[src/rtl/hazard_pkg.sv]
// hazard_pkg: shared types for the pipeline hazard scheduler.
//   state_e      - sequencing FSM states (RUN, MD_WAIT)
//   REG_X0       - architectural index of the hard-wired zero register
//   pipe_ctrl_t  - the five pipeline-register enables and four flushes
//   ctrl_run()   - free-running pipeline: all enables high, no flushes
//   ctrl_reset() - every register disabled and loaded with a bubble
package hazard_pkg;

   typedef enum logic {
      RUN     = 1'b0,
      MD_WAIT = 1'b1
   } state_e;

   localparam logic [4:0] REG_X0 = 5'd0;

   typedef struct packed {
      logic pc_en;
      logic if_id_en;
      logic id_ex_en;
      logic ex_mem_en;
      logic mem_wb_en;
      logic if_id_flush;
      logic id_ex_flush;
      logic ex_mem_flush;
      logic mem_wb_flush;
   } pipe_ctrl_t;

   function automatic pipe_ctrl_t ctrl_run();
      pipe_ctrl_t c;
      c.pc_en        = 1'b1;
      c.if_id_en     = 1'b1;
      c.id_ex_en     = 1'b1;
      c.ex_mem_en    = 1'b1;
      c.mem_wb_en    = 1'b1;
      c.if_id_flush  = 1'b0;
      c.id_ex_flush  = 1'b0;
      c.ex_mem_flush = 1'b0;
      c.mem_wb_flush = 1'b0;
      return c;
   endfunction

   function automatic pipe_ctrl_t ctrl_reset();
      pipe_ctrl_t c;
      c.pc_en        = 1'b0;
      c.if_id_en     = 1'b0;
      c.id_ex_en     = 1'b0;
      c.ex_mem_en    = 1'b0;
      c.mem_wb_en    = 1'b0;
      c.if_id_flush  = 1'b1;
      c.id_ex_flush  = 1'b1;
      c.ex_mem_flush = 1'b1;
      c.mem_wb_flush = 1'b1;
      return c;
   endfunction

endpackage

[src/rtl/hazard_scheduler_load_use_detect.sv]
// load_use_detect: purely combinational load-use hazard comparator.
//   ID_rs1_i, ID_rs2_i         - source registers of the instruction in ID
//   ID_UsesRs1_i, ID_UsesRs2_i - the ID instruction really reads that source
//   EX_rd_i                    - destination of the instruction in EX
//   EX_MemRead_i               - the EX instruction is a load
//   load_use_o                 - ID needs the load result before it exists
module load_use_detect
   import hazard_pkg::*;
(
   input  logic [4:0] ID_rs1_i,
   input  logic [4:0] ID_rs2_i,
   input  logic       ID_UsesRs1_i,
   input  logic       ID_UsesRs2_i,
   input  logic [4:0] EX_rd_i,
   input  logic       EX_MemRead_i,
   output logic       load_use_o
);

   logic rs1_hit;
   logic rs2_hit;

   assign rs1_hit = ID_UsesRs1_i && (ID_rs1_i == EX_rd_i);
   assign rs2_hit = ID_UsesRs2_i && (ID_rs2_i == EX_rd_i);

   // A load into x0 writes nothing, so it can never feed a dependent read.
   assign load_use_o = EX_MemRead_i && (EX_rd_i != REG_X0) && (rs1_hit || rs2_hit);

endmodule

[src/rtl/hazard_scheduler.sv]
// hazard_scheduler: pipeline sequencing controller for the 5-stage RV32 core.
// Owns every pipeline-register enable and flush and resolves, highest
// priority first: dmem wait states, mul/div occupancy, taken-branch flushes
// and load-use bubbles. Also counts stall and flush cycles.
//   clk, rst                         - clock, synchronous active-high reset
//   ID_rs1/rs2, ID_UsesRs1/Rs2       - ID-stage source operands
//   EX_rd, EX_MemRead                - EX-stage load destination
//   EX_BranchTaken, EX_MulDiv        - EX-stage control-flow / mul-div
//   md_done                          - mul/div result valid (held until used)
//   MEM_MemAccess, dmem_ready        - MEM-stage dmem access handshake
//   PC_En .. MEM_WB_En               - pipeline register write enables
//   IF_ID_Flush .. MEM_WB_Flush      - load a bubble into the register
//   md_start                         - one-cycle mul/div start pulse
//   md_error                         - sticky mul/div timeout flag
//   stall_cnt, flush_cnt             - wrapping performance counters
module hazard_scheduler
   import hazard_pkg::*;
#(
   parameter int MD_TIMEOUT = 64,
   parameter int CNT_W      = 32
) (
   input  logic             clk,
   input  logic             rst,
   input  logic [4:0]       ID_rs1,
   input  logic [4:0]       ID_rs2,
   input  logic             ID_UsesRs1,
   input  logic             ID_UsesRs2,
   input  logic [4:0]       EX_rd,
   input  logic             EX_MemRead,
   input  logic             EX_BranchTaken,
   input  logic             EX_MulDiv,
   input  logic             md_done,
   input  logic             MEM_MemAccess,
   input  logic             dmem_ready,
   output logic             PC_En,
   output logic             IF_ID_En,
   output logic             ID_EX_En,
   output logic             EX_MEM_En,
   output logic             MEM_WB_En,
   output logic             IF_ID_Flush,
   output logic             ID_EX_Flush,
   output logic             EX_MEM_Flush,
   output logic             MEM_WB_Flush,
   output logic             md_start,
   output logic             md_error,
   output logic [CNT_W-1:0] stall_cnt,
   output logic [CNT_W-1:0] flush_cnt
);

   localparam int              TMR_W    = $clog2(MD_TIMEOUT + 1);
   localparam logic [TMR_W-1:0] TMR_LAST = TMR_W'(MD_TIMEOUT - 1);

   state_e           state_q, state_d;
   logic [TMR_W-1:0] timer_q, timer_d;
   logic             md_err_q, md_err_d;
   logic             md_skip_q, md_skip_d;
   logic [CNT_W-1:0] stall_q, stall_d;
   logic [CNT_W-1:0] flush_q, flush_d;

   pipe_ctrl_t       ctrl;
   logic             md_start_c;
   logic             branch_flush;
   logic             mem_stall;
   logic             load_use;

   load_use_detect u_load_use (
      .ID_rs1_i     (ID_rs1),
      .ID_rs2_i     (ID_rs2),
      .ID_UsesRs1_i (ID_UsesRs1),
      .ID_UsesRs2_i (ID_UsesRs2),
      .EX_rd_i      (EX_rd),
      .EX_MemRead_i (EX_MemRead),
      .load_use_o   (load_use)
   );

   assign mem_stall = MEM_MemAccess && !dmem_ready;

   always_comb begin
      ctrl         = ctrl_run();
      md_start_c   = 1'b0;
      branch_flush = 1'b0;
      state_d      = state_q;
      timer_d      = timer_q;
      md_err_d     = md_err_q;
      md_skip_d    = 1'b0;

      if (rst) begin
         ctrl     = ctrl_reset();
         state_d  = RUN;
         timer_d  = '0;
         md_err_d = 1'b0;
      end else if (mem_stall) begin
         // Everything upstream of MEM/WB freezes; a held md_done is not
         // consumed because EX/MEM cannot capture the result.
         ctrl.pc_en        = 1'b0;
         ctrl.if_id_en     = 1'b0;
         ctrl.id_ex_en     = 1'b0;
         ctrl.ex_mem_en    = 1'b0;
         ctrl.mem_wb_flush = 1'b1;
         md_skip_d         = md_skip_q;
         // Saturate so the timeout still fires once the stall clears.
         if (state_q == MD_WAIT && timer_q != TMR_LAST) begin
            timer_d = timer_q + 1'b1;
         end
      end else if (state_q == MD_WAIT) begin
         if (md_done) begin
            state_d = RUN;
            timer_d = '0;
         end else begin
            ctrl.pc_en        = 1'b0;
            ctrl.if_id_en     = 1'b0;
            ctrl.id_ex_en     = 1'b0;
            ctrl.ex_mem_flush = 1'b1;
            if (timer_q == TMR_LAST) begin
               // Abort: drop the stuck op and the instruction behind it.
               // ID/EX stays disabled, so the mul/div flag may still be
               // visible next cycle; suppress a second start for it.
               ctrl.id_ex_flush = 1'b1;
               md_err_d         = 1'b1;
               state_d          = RUN;
               timer_d          = '0;
               md_skip_d        = 1'b1;
            end else begin
               timer_d = timer_q + 1'b1;
            end
         end
      end else if (EX_MulDiv && !md_skip_q) begin
         ctrl.pc_en        = 1'b0;
         ctrl.if_id_en     = 1'b0;
         ctrl.id_ex_en     = 1'b0;
         ctrl.ex_mem_flush = 1'b1;
         md_start_c        = 1'b1;
         state_d           = MD_WAIT;
         timer_d           = '0;
      end else if (EX_BranchTaken) begin
         ctrl.if_id_flush = 1'b1;
         ctrl.id_ex_flush = 1'b1;
         branch_flush     = 1'b1;
      end else if (load_use) begin
         ctrl.pc_en       = 1'b0;
         ctrl.if_id_en    = 1'b0;
         ctrl.id_ex_flush = 1'b1;
      end
   end

   always_comb begin
      stall_d = stall_q;
      flush_d = flush_q;
      if (!rst && !ctrl.pc_en) begin
         stall_d = stall_q + CNT_W'(1);
      end
      if (branch_flush) begin
         flush_d = flush_q + CNT_W'(1);
      end
   end

   always_ff @(posedge clk) begin
      if (rst) begin
         state_q   <= RUN;
         timer_q   <= '0;
         md_err_q  <= 1'b0;
         md_skip_q <= 1'b0;
         stall_q   <= '0;
         flush_q   <= '0;
      end else begin
         state_q   <= state_d;
         timer_q   <= timer_d;
         md_err_q  <= md_err_d;
         md_skip_q <= md_skip_d;
         stall_q   <= stall_d;
         flush_q   <= flush_d;
      end
   end

   assign PC_En        = ctrl.pc_en;
   assign IF_ID_En     = ctrl.if_id_en;
   assign ID_EX_En     = ctrl.id_ex_en;
   assign EX_MEM_En    = ctrl.ex_mem_en;
   assign MEM_WB_En    = ctrl.mem_wb_en;
   assign IF_ID_Flush  = ctrl.if_id_flush;
   assign ID_EX_Flush  = ctrl.id_ex_flush;
   assign EX_MEM_Flush = ctrl.ex_mem_flush;
   assign MEM_WB_Flush = ctrl.mem_wb_flush;
   assign md_start     = md_start_c;
   assign md_error     = md_err_q;
   assign stall_cnt    = stall_q;
   assign flush_cnt    = flush_q;

endmodule

[config.mk]
export PLATFORM = sky130hd
export DESIGN_NAME = hazard_scheduler
export DESIGN_NICKNAME = d
export VERILOG_FILES = /design/src/rtl/hazard_pkg.sv /design/src/rtl/hazard_scheduler_load_use_detect.sv /design/src/rtl/hazard_scheduler.sv
export SDC_FILE = /design/constraint.sdc
export NUM_CORES = 1
export LEC_CHECK = 0
export BUFFER_PORTS_ARGS = -buffer_cell sky130_fd_sc_hd__buf_4
export CAP_MARGIN = 20
export CORE_MARGIN = 5
export CORE_UTILIZATION = 50
export CTS_CLUSTER_DIAMETER = 100
export DETAILED_ROUTE_END_ITERATION = 8
export HOLD_SLACK_MARGIN = 0.06
export PLACE_DENSITY = 0.77
export SKIP_LAST_GASP = 1
export SLEW_MARGIN = 25
export SYNTH_ARGS = -nofsm -noshare
export SYNTH_HDL_FRONTEND = slang
export SYNTH_HIERARCHICAL = 1
export SYNTH_SLANG_ARGS = --single-unit
[constraint.sdc]
create_clock -name clk -period 3.3 [get_ports clk]
set_input_delay 0.66 -clock clk [delete_from_list [all_inputs] [get_ports clk]]
set_output_delay 0.66 -clock clk [all_outputs]
set_load 0.005 [all_outputs]
# [Yosys cells after proc, flatten, opt, wreduce, memory -nomap -nowiden]
# Cells that the tools add are included.
[totals] inputBits=25 out_inout_bits=75 regBits=74
[classes] n_addsub=3 n_reduce_logical=17 bitwise_logic=2 mux=40 eq_ne=5
[op_table] op="adder 32 x 1 -> 32 bit (second input constant)" count=2
[op_table] op="2-to-1 mux 7 bit" count=6
[op_table] op="2-to-1 mux 1 bit" count=22
[op_table] op="2-to-1 mux 2 bit" count=6
[op_table] op="2-to-1 mux 3 bit" count=4
[op_table] op="equality test 5 bit" count=2
[op_table] op="logical AND 1 bit" count=8
[op_table] op="2-to-1 mux 4 bit" count=2
[op_table] op="adder 7 x 1 -> 7 bit (second input constant)" count=1
[op_table] op="equality test 7 x 6 -> 1 bit (second input constant)" count=1
[op_table] op="!= test 7 x 6 -> 1 bit (second input constant)" count=1
[op_table] op="nonzero test 5 bit" count=1
[op_table] op="zero test 1 bit" count=4
[op_table] op="AND reduction 4 bit" count=1
[op_table] op="nonzero test 3 bit" count=1
[op_table] op="!= test 2 x 1 -> 1 bit (second input constant)" count=1
[op_table] op="inverter 1 bit" count=2
[op_table] op="AND reduction 2 bit" count=1
[op_table] op="logical OR 1 bit" count=1

# [Longest topological paths before layout]
# Gate-level depths: netlist of the first run.
[logic_depth] depth_word=12 ltp_mapped=10

# [By module]
# The synthesis of the first run kept the hierarchy.
[modules_own_cells] module="hazard_scheduler" n_inst=1 cells_each=440 area_each_um2=3681.0
[modules_own_cells] module="load_use_detect" n_inst=1 cells_each=17 area_each_um2=133.9

# [Least setup slack after synthesis of the first run]
# No wires, ideal clock.
[synth_timing] kind="input to register" start="input EX_rd[0]" end="register stall_q[26] (netlist: stall_cnt[26])" path_stages=10 arrival_time_ns=2.762 path_slack_ns=0.417 path_cell_list="xor2_1 > nor4_2 > nand3_1 > a21oi_1 > nor2b_1 > o211ai_1 > a21o_1 > buf_2 > nor4_1 > mux2_2"
[synth_between] elab_chain_cells=12 elab_cells_between_ends=16 classes_between="eq/ne (2); mux (6); reduce/logical (8)"
[synth_rtl] item="from (decl)" line_no="hazard_scheduler.sv:28" text="input logic [4:0] EX_rd,"
[synth_rtl] item="equality test 5 bit (on tied branches)" line_no="hazard_scheduler_load_use_detect.sv:22, hazard_scheduler_load_use_detect.sv:23"
[synth_rtl] item="logical AND 1 bit (on tied branches)" line_no="hazard_scheduler_load_use_detect.sv:22, hazard_scheduler_load_use_detect.sv:23"
[synth_rtl] item="logical OR 1 bit" line_no="hazard_scheduler_load_use_detect.sv:26" text="assign load_use_o = EX_MemRead_i && (EX_rd_i != REG_X0) && (rs1_hit || rs2_hit);"
[synth_rtl] item="logical AND 1 bit *" line_no="hazard_scheduler_load_use_detect.sv:26"
[synth_rtl] item="via load_use" line_no="hazard_scheduler.sv:64" text="logic load_use;"
[synth_rtl] item="2-to-1 mux 2 bit *" line_no="hazard_scheduler.sv:139" text="end else if (load_use) begin"
[synth_rtl] item="2-to-1 mux 2 bit *" line_no="hazard_scheduler.sv:135" text="end else if (EX_BranchTaken) begin"
[synth_rtl] item="2-to-1 mux 2 bit *" line_no="hazard_scheduler.sv:127" text="end else if (EX_MulDiv && !md_skip_q) begin"
[synth_rtl] item="2-to-1 mux 3 bit *" line_no="hazard_scheduler.sv:105" text="end else if (state_q == MD_WAIT) begin"
[synth_rtl] item="2-to-1 mux 3 bit *" line_no="hazard_scheduler.sv:92" text="end else if (mem_stall) begin"
[synth_rtl] item="2-to-1 mux 4 bit *" line_no="hazard_scheduler.sv:87" text="if (rst) begin"
[synth_rtl] item="zero test 1 bit *" line_no="hazard_scheduler.sv:149" text="if (!rst && !ctrl.pc_en) begin"
[synth_rtl] item="logical AND 1 bit *" line_no="hazard_scheduler.sv:149"
[synth_rtl] item="to (signal assigned)" line_no="hazard_scheduler.sv:170" text="stall_q <= stall_d;"
[synth_rtl] item="to (decl)" line_no="hazard_scheduler.sv:57" text="logic [CNT_W-1:0] stall_q, stall_d;"
# The timed path passes the listed nets; every way through them passes the cells marked *.
# A chain may end at the register's enable or synchronous reset.

# [Worst setup path after layout of the first run]
[layout_timing] start="input EX_rd[1]" end="output IF_ID_En"
[layout_between] elab_chain_cells=10 elab_cells_between_ends=14 classes_between="eq/ne (2); mux (6); reduce/logical (6)"
[layout_rtl] item="equality test 5 bit (on tied branches)" line_no="hazard_scheduler_load_use_detect.sv:22, hazard_scheduler_load_use_detect.sv:23"
[layout_rtl] item="logical AND 1 bit (on tied branches)" line_no="hazard_scheduler_load_use_detect.sv:22, hazard_scheduler_load_use_detect.sv:23"
[layout_rtl] item="logical OR 1 bit" line_no="hazard_scheduler_load_use_detect.sv:26"
[layout_rtl] item="logical AND 1 bit *" line_no="hazard_scheduler_load_use_detect.sv:26"
[layout_rtl] item="via load_use" line_no="hazard_scheduler.sv:64"
[layout_rtl] item="2-to-1 mux 2 bit *" line_no="hazard_scheduler.sv:139"
[layout_rtl] item="2-to-1 mux 2 bit *" line_no="hazard_scheduler.sv:135"
[layout_rtl] item="2-to-1 mux 2 bit *" line_no="hazard_scheduler.sv:127"
[layout_rtl] item="2-to-1 mux 3 bit *" line_no="hazard_scheduler.sv:105"
[layout_rtl] item="2-to-1 mux 3 bit *" line_no="hazard_scheduler.sv:92"
[layout_rtl] item="2-to-1 mux 4 bit *" line_no="hazard_scheduler.sv:87"
[layout_rtl] item="to (decl)" line_no="hazard_scheduler.sv:36" text="output logic IF_ID_En,"
# Marked as above.

==> impl_results.md, run 1 <==
* CP Capture Point: IF_ID_En
* Max Freq at 0.328 GHz
* Status: finished, final reports clean
* Detailed Route WL at 9.80 mm
* First-pass GRT wire length at 16.5 mm
* Period utilisation layout at 92.3%
* Fraction of layout cells with a size suffix above 1 at 25.2%
* Post-synthesis sequential area ratio at 38.8%
* Residual DRC at 0
* Cell Chain, Critical Path: buf_4, xor2_1, nor4_1, nand3_1, a21oi_1, nor2b_1, o31ai_1, and2_1, buf_4
* Die Ht at 97.4 um
* Pwr Density at 381 mW/mm^2
* Largest net degree at the start of global routing at 39
* Antenna violations before repair at 0
* Mean area per synthesized cell at 8.35 um^2
* # Post-CTS Setup Buffers at 0
* Met1 usage in global routing at 24.8%
* Critical path's top delay family: simple AND/OR/NAND/NOR gates
* Initial Util at 52.0%
* WL/cell at 15.0 um
* Placed Cells at 640
* Die area at 0.00948 mm^2
* Synth-to-layout area growth at 26.5%
* Io pins at 100
* Overflow after GRT at 0
* Path depth of the worst reg2reg path at 5
* Vias/cell at 5.71
* Reg2Reg Setup Slack at 1050 ps
* Peak per-stage delay on the critical path at 340 ps
* WP depth at 9
* H-Tree Depth at 3
* Final ANT Viol Nets at 0
* Post-synth top area share at 38.8%
* Startpoint Class: input pin
* Top_reg_cell synth: dfxtp_1
* Fillers at 655
* Clk_skew at 9.13 ps
* Iteration-0 DRC Markers at 145
* Pins Over Slew Limit at 0
* Width of the die at 97.4 um
* Setup TNS at 0 ps
* Worst-Margin Slew at 729 ps
* CP Class: in2out
* Cell Rows at 31
* Most Crowded Layer GR: met2
* Setup WS post-layout at 254 ps
* CORE AREA at 0.00733 mm^2
* WP data required at 2640 ps
* Syn_nets at 485
* RSZ-0062 raised after global routing: false
* Max-Cap Viols at 0
* Synthesis Warnings at 6
* Synth top area cells: dfxtp_1, xnor2_1, nand2_1
* Non-filler cells, final at 655
* Worst-case clock buffer depth at 2
* Grt met2 use at 34.6%
* Hold-fix buffers, CTS at 0
* Root Buffer: clkbuf_8
* Most used cell along the critical path: buf_4
* Reg2reg end: stall_cnt[23]
* Peak supply drop at 0.275 mV
* Synth area leader: dfxtp_1
* Slew headroom at 51.1%
* RD Place Congestion at 0.855
* CTS sink cnt at 74
* Highest-delay cell along the critical path: nor2b_1
* Worst r2r src: stall_cnt[3]
* Num CTS Buffers at 9
* Place WS at 149 ps
* M3 GR Usage at 5.38%
* Fin area at 0.00483 mm^2
* Worst-path clk slew at 70 ps
* Fin. Hold Viols at 0
* Vias in the first global route at 3574
* Final Setup Violations at 0
* Worst Path Max Fanout at 4
* LEAKAGE at 1.82 nW
* Post-Syn Area at 0.00381 mm^2
* Detailed Place HPWL at 7.32 mm
* Skew-Pair Late Insertion Delay at 350 ps
* Vias at 3737
* IO buf count at 99
* Antenna Cells at 0
* Flops & latches, synth at 74
* Post-CTS resize count at 0
* Synth async-reset ratio at 0%
* Min cycle time layout at 3050 ps
* Post-synth EDFFs at 0
* Buf+Inv Stages, Crit Path at 2
* Count of different cell masters after synthesis at 55
* Crit path from: EX_rd[1]
* Min-Delay Path Class: reg2reg
* TritonCTS clock tree: built
* # nets final at 580
* Crit path DAT at 2390 ps
* All-Layer GR Usage at 20.6%
* Post-Syn Instances at 457
* Drt pass-1 iters at 4
* Crit path capture type: output pin
* Placed Instance Area at 0.00461 mm^2
* Min Hold Slack at 477 ps
[cell type report]
class	count	area [um^2]	share of cell area (%)
clock buffers	10	138	2.85
clock inverters	5	78.8	1.63
inverters	5	18.8	0.389
multi-input cells	358	2200	45.7
flip-flops and latches	74	1480	30.7
well taps	99	124	2.57
repair buffers	104	781	16.2
[cell usage after synthesis (8+ instances only)]
cell type  instances
nor2_1            47
a21oi_1           28
or3_1             15
dfxtp_1           74
and4_1            12
nand4_1           18
nand2_1           50
nor4_1            12
nand3_1           17
xnor2_1           28
nor3_1             8
clkbuf_1          10
xor2_1            19
o21ai_0           27
[registers in the layout (all words and copies together), names as in the netlist]
signal,cells
flush_cnt,32
stall_cnt,32
timer_q,7
md_error,1
md_skip_q,1
state_q,1
[per-stage QoR]
step | utilization (%) | power, mW
floorplan | - | 1.01
global placement | 62.9 | 1.08
detailed placement | 62.9 | 1.08
CTS | 65.8 | 1.85
global route | 65.8 | 1.90
finish | 65.8 | 1.84
[worst min path at each step]
| stage | endpoint | depth (start not counted) | slack, ps | from |
|---|---|---|---|---|
| after floorplan | md_error | 2 | 440 | md_error |
| after global placement | md_skip_q | 2 | 460 | md_skip_q |
| after detailed placement | md_skip_q | 2 | 470 | md_skip_q |
| after CTS | md_skip_q | 2 | 480 | md_skip_q |
| after global routing | md_skip_q | 2 | 510 | md_skip_q |
| final | md_skip_q | 2 | 480 | md_skip_q |
[worst min-delay path, stage by stage (launching register included)]
cell and delay [ps]:
dfxtp_1 330, nand2_1 60, a21oi_1 50
[per-layer routing]
layer | wire length [um] | vias to the layer above
met4 | 183 | 0
li1 | - | 1837
met2 | 4770 | 99
met5 | 0 | -
met3 | 574 | 15
met1 | 4270 | 1786
[power by group]
group	internal (mW)	switching, mW	total [mW]
clock network	0.441	0.333	0.774
logic	0.0694	0.0805	0.150
registers	0.901	0.0125	0.913
[cells in the final DEF, fill, tap and decap left out, types with 5 or more instances in the layout]
cell / count
buf_4: 104
dfxtp_1: 74
nand2_1: 50
nor2_1: 47
a21oi_1: 28
xnor2_1: 28
o21ai_0: 27
xor2_1: 19
nand4_1: 18
nand3_1: 17
or3_1: 15
and4_1: 12
nor4_1: 12
clkbuf_8: 10
nor3_1: 8
and2_1: 6
and3_1: 6
or4_1: 6
o31ai_1: 5
[logic make-up after synthesis]
| family | synth area share [%] |
|---|---|
| buffers and inverters | 3.38 |
| DFF | 38.8 |
| and+or+nand+nor | 33.1 |
| muxes | 0.885 |
| adders and majority gates | 0.984 |
| AOI/OAI and AO/OA | 12.0 |
| xor gates and xnor gates | 10.8 |
Note: power is estimated with default switching activity, not from simulation.
==> run 2: changes to the inputs <==
--- a/config.mk
+++ b/config.mk
@@ -5,6 +5,7 @@
 export SDC_FILE = /design/constraint.sdc
 export NUM_CORES = 1
 export LEC_CHECK = 0
+export ABC_AREA = 1
 export BUFFER_PORTS_ARGS = -buffer_cell sky130_fd_sc_hd__buf_4
 export CAP_MARGIN = 20
 export CORE_MARGIN = 5
@@ -12,7 +13,7 @@
 export CTS_CLUSTER_DIAMETER = 100
 export DETAILED_ROUTE_END_ITERATION = 8
 export HOLD_SLACK_MARGIN = 0.06
-export PLACE_DENSITY = 0.77
+export PLACE_DENSITY = 0.75
 export SKIP_LAST_GASP = 1
 export SLEW_MARGIN = 25
 export SYNTH_ARGS = -nofsm -noshare
==> run 2 against run 1 <==
Against the previous run: clock power increased by 2%; count of clock-buffer cells in the layout increased by 1; hold slack got worse by 22 ps; critical path type unchanged; largest cell class unchanged; highest routed layer unchanged.
==> impl_results.md, run 2 <==
* Status: finished, final reports clean
* Peak per-stage delay on the critical path at 230 ps
* Largest net degree at the start of global routing at 36
* Fin. Hold Viols at 0
* Hold EP: md_error
* Fillers at 1003
* Commonest cells in the netlist: nand2_1, nor2_1, inv_1, dfxtp_1, nand3_1
* RD Place Congestion at 0.901
* Post-Syn Instances at 825
* Most frequent cell after synthesis: nand2_1
* Worst Path Max Fanout at 6
* Crit path capture type: output pin
* Detailed Route WL at 13.2 mm
* Cell Rows at 36
* Period utilisation layout at 79.7%
* Startpoint Class: input pin
* Vias/cell at 5.00
* Count of different cell masters after synthesis at 35
* Worst r2r src: stall_cnt[1]
* Mean area per synthesized cell at 5.88 um^2
* Post-synth top area share at 30.5%
* Synth async-reset ratio at 0%
* Reg2reg end: stall_cnt[20]
* CP Class: in2out
* CORE AREA at 0.00964 mm^2
* Most used cell along the critical path: nand2_1
* H-Tree Depth at 3
* Num CTS Buffers at 9
* Io pins at 100
* CTS sink cnt at 74
* LEAKAGE at 2.50 nW
* RSZ-0062 raised after global routing: false
* Worst-case clock buffer depth at 2
* Worst hold stages at 2
* Syn_nets at 853
* Crit path from: EX_rd[2]
* Residual DRC at 0
* TritonCTS clock tree: built
* Synthesis Warnings at 6
* Non-filler cells, final at 1062
* Worst-path clk slew at 70 ps
* Post-synth EDFFs at 0
* Die area at 0.0118 mm^2
* WP data required at 2640 ps
* Path depth of the worst reg2reg path at 6
* Post-CTS resize count at 0
* Highest-delay cell along the critical path: a21oi_1
* Post-Syn Area at 0.00485 mm^2
* IO buf count at 99
* Commonest non-fill, non-tap cell in the layout: nand2_1
* Critical path's top delay family: simple AND/OR/NAND/NOR gates
* Min-Delay Path Class: reg2reg
* Initial Util at 50.3%
* Die Ht at 109 um
* Width of the die at 109 um
* Pwr Density at 319 mW/mm^2
* Antenna violations before repair at 0
* Drt pass-1 iters at 5
* Flops & latches, synth at 74
* Slew headroom at 66.1%
* Cell Chain, Critical Path: buf_4, inv_1, nand2_1, nand2_1, nor2_1, nand3_1, a21oi_1, nand3b_1, nand2_4, nor2_8, nand2_1, inv_1, buf_4
* Root Buffer: clkbuf_8
* Synth top area cells: dfxtp_1, nand2_1, nor2_1
* Synth area leader: dfxtp_1
* Vias in the first global route at 4796
* Detailed Place HPWL at 10.1 mm
* # nets final at 952
* Setup TNS at 0 ps
* # Post-CTS Setup Buffers at 0
* Skew-Pair Late Insertion Delay at 340 ps
* Area taken by multi-input logic gates at 0.00290 mm^2
* Fin area at 0.00592 mm^2
* Min cycle time layout at 2630 ps
* Buf+Inv Stages, Crit Path at 4
* Clk_skew at 14.0 ps
* FF/Latch Area at 0.00148 mm^2
* Placed Instance Area at 0.00570 mm^2
* Worst-Margin Slew at 509 ps
* Post-synthesis sequential area ratio at 30.5%
* Top_reg_cell synth: dfxtp_1
* Synth-to-layout area growth at 21.9%
* All-Layer GR Usage at 23.3%
* WL/cell at 12.5 um
* Hold Crit Start: md_error
* Final ANT Viol Nets at 0
* Iteration-0 DRC Markers at 456
* Crit path DAT at 1970 ps
* Max Freq at 0.380 GHz
* Vias at 5309
* Min Hold Slack at 455 ps
* Reg2Reg Setup Slack at 1490 ps
* Most frequent cells in the layout: nand2_1, nor2_1, buf_4
* Fraction of layout cells with a size suffix above 1 at 17.2%
* Antenna Cells at 0
* Pins Over Slew Limit at 0
* Overflow after GRT at 0
* WP depth at 13
* Peak supply drop at 0.223 mV
* Hold-fix buffers, CTS at 0
* Max-Cap Viols at 0
* First-pass GRT wire length at 22.2 mm
* Final Setup Violations at 0
* Placed Cells at 1046
-- run 2: cell type report --
cell class	count	share of cell area (%)
clock buffers	11	2.39
clock inverters	5	1.31
inverters	98	6.30
multi-input cells	638	49.1
flip-flops and latches	74	25.0
well taps	133	2.81
repair buffers	103	13.1
-- run 2: logic make-up after synthesis --
family | count (synthesis) | share of synthesized area (%)
AOI/OAI and AO/OA | 66 | 7.17
adders and majority gates | 3 | 0.774
DFF | 74 | 30.5
xor gates and xnor gates | 14 | 2.53
buffers and inverters | 113 | 9.62
and+or+nand+nor | 555 | 49.4
-- run 2: how the worst max path moves through the flow --
| stage | slack (ps) | endpoint |
|---|---|---|
| final | 670 | IF_ID_En |
| after global routing | 540 | IF_ID_En |
| after CTS | 680 | IF_ID_En |
| after detailed placement | 680 | IF_ID_En |
| after global placement | 710 | IF_ID_En |
| after floorplan | 1000 | PC_En |
-- run 2: routing by layer --
metal  GRT usage, %  part of all wire [%]  up-vias
met3           3.40                   5.9       14
met4           5.77                   1.1        0
met2           38.9                    47      148
li1               -                     -     2781
met5              0                     0        -
met1           31.6                    46     2366
-- run 2: worst reg2reg max path: cells and delay by family (launching register included) --
| kind | cells | cell delay, ps |
|---|---|---|
| AO/OA/AOI/OAI | 1 | 180 |
| adder cells (fa/ha/maj) | 1 | 320 |
| flip-flops | 1 | 420 |
| AND/OR/NAND/NOR | 4 | 790 |
-- run 2: power breakdown --
| group | total [mW] | internal, mW | switching (mW) |
|---|---|---|---|
| sequential | 0.910 | 0.901 | 0.00969 |
| clock | 0.787 | 0.445 | 0.343 |
| combinational | 0.187 | 0.0711 | 0.116 |
-- run 2: metrics by stage --
stage               worst slack (ps)  total power [mW]  utilization [%]
floorplan                        998              1.05                -
global placement                 709              1.12             59.1
detailed placement               683              1.12             59.1
CTS                              676              1.91             61.4
global route                     544              1.96             61.4
finish                           670              1.88             61.4
==> run 3: changes to the inputs <==
--- a/config.mk
+++ b/config.mk
@@ -5,7 +5,7 @@
 export SDC_FILE = /design/constraint.sdc
 export NUM_CORES = 1
 export LEC_CHECK = 0
-export ABC_AREA = 1
+export ABC_AREA = 0
 export BUFFER_PORTS_ARGS = -buffer_cell sky130_fd_sc_hd__buf_4
 export CAP_MARGIN = 20
 export CORE_MARGIN = 5
@@ -13,7 +13,7 @@
 export CTS_CLUSTER_DIAMETER = 100
 export DETAILED_ROUTE_END_ITERATION = 8
 export HOLD_SLACK_MARGIN = 0.06
-export PLACE_DENSITY = 0.75
+export PLACE_DENSITY = 0.77
 export SKIP_LAST_GASP = 1
 export SLEW_MARGIN = 25
 export SYNTH_ARGS = -nofsm -noshare
==> constraint.sdc (replaced) <==
create_clock -name clk -period 2.5 [get_ports clk]
set_input_delay 0.5 -clock clk [delete_from_list [all_inputs] [get_ports clk]]
set_output_delay 0.5 -clock clk [all_outputs]
set_load 0.005 [all_outputs]
==> run 3 against run 2 <==
Against the previous run: the flow now finishes with violations (setup timing); sequential share of layout area up 4.3 points; die area fell by 20%; utilization is 7.6 points higher; critical path depth is 3 lower; via count is 29% lower; combinational power up 18%; setup slack lost 700 ps; first-iteration DRC count fell by 62%; routed wire length fell by 20%; power increased by 29%; highest routed layer unchanged.
==> impl_results.md, run 3 (synthesis results as in run 1) <==
* Drt pass-1 iters at 5
* # nets final at 592
* Sw Share at 23.8%
* Buf+Inv Stages, Crit Path at 1
* Pwr Density at 480 mW/mm^2
* Peak supply drop at 0.305 mV
* Width of the die at 97.4 um
* Io pins at 100
* Synth-to-layout area growth at 32.5%
* Startpoint Class: input pin
* Crit path DAT at 2770 ps
* CTS sink cnt at 74
* Residual DRC at 0
* Skew-Pair Late Insertion Delay at 350 ps
* Failing checks: setup timing
* Root Buffer: clkbuf_8
* Vias at 3787
* Reg2Reg Setup Slack at 330 ps
* RSZ-0062 raised after global routing: true
* Placed Cells at 649
* Critical path's top delay family: simple AND/OR/NAND/NOR gates
* Antenna Cells at 0
* Die Ht at 97.4 um
* WL/cell at 15.9 um
* Overflow after GRT at 0
* Max Freq at 0.395 GHz
* Status: complete, but fails checks
* Die area at 0.00948 mm^2
* Placed Instance Area at 0.00470 mm^2
* RD Place Congestion at 0.912
* Detailed Place HPWL at 7.67 mm
* Fin area at 0.00505 mm^2
* IO buf count at 99
* LEAKAGE at 1.91 nW
* Detailed Route WL at 10.6 mm
* Num CTS Buffers at 9
* H-Tree Depth at 3
* Slew headroom at 58.3%
* Highest-delay cell along the critical path: a21o_2
* TritonCTS clock tree: built
* Cell Int Power at 1.85 mW
* Antenna violations before repair at 0
* First-pass GRT wire length at 17.0 mm
* Sequential share of power at 49.8%
* Sw Pwr at 0.578 mW
* Clock share of power at 41.1%
* Min-Delay Path Class: in2reg
* Period utilisation layout at 101%
* Most frequent cells in the layout: buf_4, dfxtp_1, nand2_1
* Final Setup Violations at 4
* Hold-fix buffers, CTS at 0
* Largest net degree at the start of global routing at 25
* All-Layer GR Usage at 21.4%
* Fin. Hold Viols at 0
* Peak per-stage delay on the critical path at 320 ps
* Setup TNS at -69.0 ps
* Clk_skew at 11.3 ps
* Vias/cell at 5.68
* Top layer used by detailed routing: met4
* Vias in the first global route at 3514
* Setup WS post-layout at -33.9 ps
* Max-Cap Viols at 0
* Non-filler cells, final at 667
* Worst-case clock buffer depth at 2
* Initial Util at 52.0%
* Min cycle time layout at 2530 ps
* Combinational power share at 9.1%
* Pins Over Slew Limit at 0
* CORE AREA at 0.00733 mm^2
* Met2 wire len at 5.24 mm
* Final ANT Viol Nets at 0
* Fraction of layout cells with a size suffix above 1 at 29.8%
* Cell Chain, Critical Path: buf_6, xor2_2, nor4_2, nand3_1, a21oi_2, nor2b_4, o211ai_1, a21o_2, nor4_4, mux2_4
* Commonest non-fill, non-tap cell in the layout: buf_4
* Iteration-0 DRC Markers at 173
* Crit path capture type: flop
* Worst-path clk slew at 70 ps
* WP data required at 2730 ps
* Cell Rows at 31
* M1 wire length at 4.48 mm
* CP Class: in2reg
* WL met3 at 659 um
* Worst-Margin Slew at 619 ps
* Fillers at 599
* Worst Path Max Fanout at 7
## run 3: cell count changes in the layout (fill, tap and decap cells not counted), sizes merged, moves of 8 or more
cell   previous run  this run
inv              98         5
nand2           309        51
or3               0        16
nor2            160        47
and4              0        13
o21ai             9        29
xor2             11        19
xnor2             3        28
nor4              0        15
a21oi            48        28
nand3            53        17
buf             103       116
## run 3: area by class of cell
type / count / area, um^2 / area share [%]
clock buffer: 10 / 128 / 2.52
clock inverter: 5 / 80.1 / 1.58
inverter: 5 / 18.8 / 0.371
multi-input combinational: 358 / 2320 / 45.9
sequential: 74 / 1480 / 29.3
tap: 99 / 124 / 2.45
timing repair buffer: 116 / 905 / 17.9
## run 3: final timing paths
kind,end,start,cells after the start
max,stall_cnt[26],ID_rs1[1],10
min,flush_cnt[29],rst,2
max reg2reg,stall_cnt[26],state_q,5
min reg2reg,md_error,md_error,2
## run 3: metal layers
metal / vias up / global-route usage (%)
met4: 0 / 5.86
met3: 19 / 5.46
met2: 112 / 35.4
met1: 1806 / 27.8
met5: - / 0
li1: 1850 / -
## run 3: per-stage QoR
step	util [%]	total power, mW	hold slack [ps]	setup slack, ps
6_report	69.0	2.43	397	-33.9
5_1_grt	69.0	2.52	399	-108
4_1_cts	67.1	2.42	393	-31.0
3_5_place_dp	64.1	1.44	442	-322
3_3_place_gp	64.1	1.43	435	-336
2_1_floorplan	-	1.34	442	-32.1
## run 3: power groups by stage
| stage | Clock, mW | Combinational (mW) | Sequential (mW) |
|---|---|---|---|
| final | 0.998 | 0.221 | 1.21 |
| after global routing | 1.07 | 0.239 | 1.21 |
| after CTS | 1.01 | 0.208 | 1.21 |
| after detailed placement | 0 | 0.202 | 1.23 |
| after global placement | 0 | 0.197 | 1.23 |
| after floorplan | 0 | 0.111 | 1.23 |
## run 3: what timing repair did
| item | CTS | global route |
|---|---|---|
| pin swaps | 1 | 21 |
| endpoints found under the setup margin | 3 | 16 |
| resized for setup | 4 | 32 |
| setup buffers | 0 | 3 |
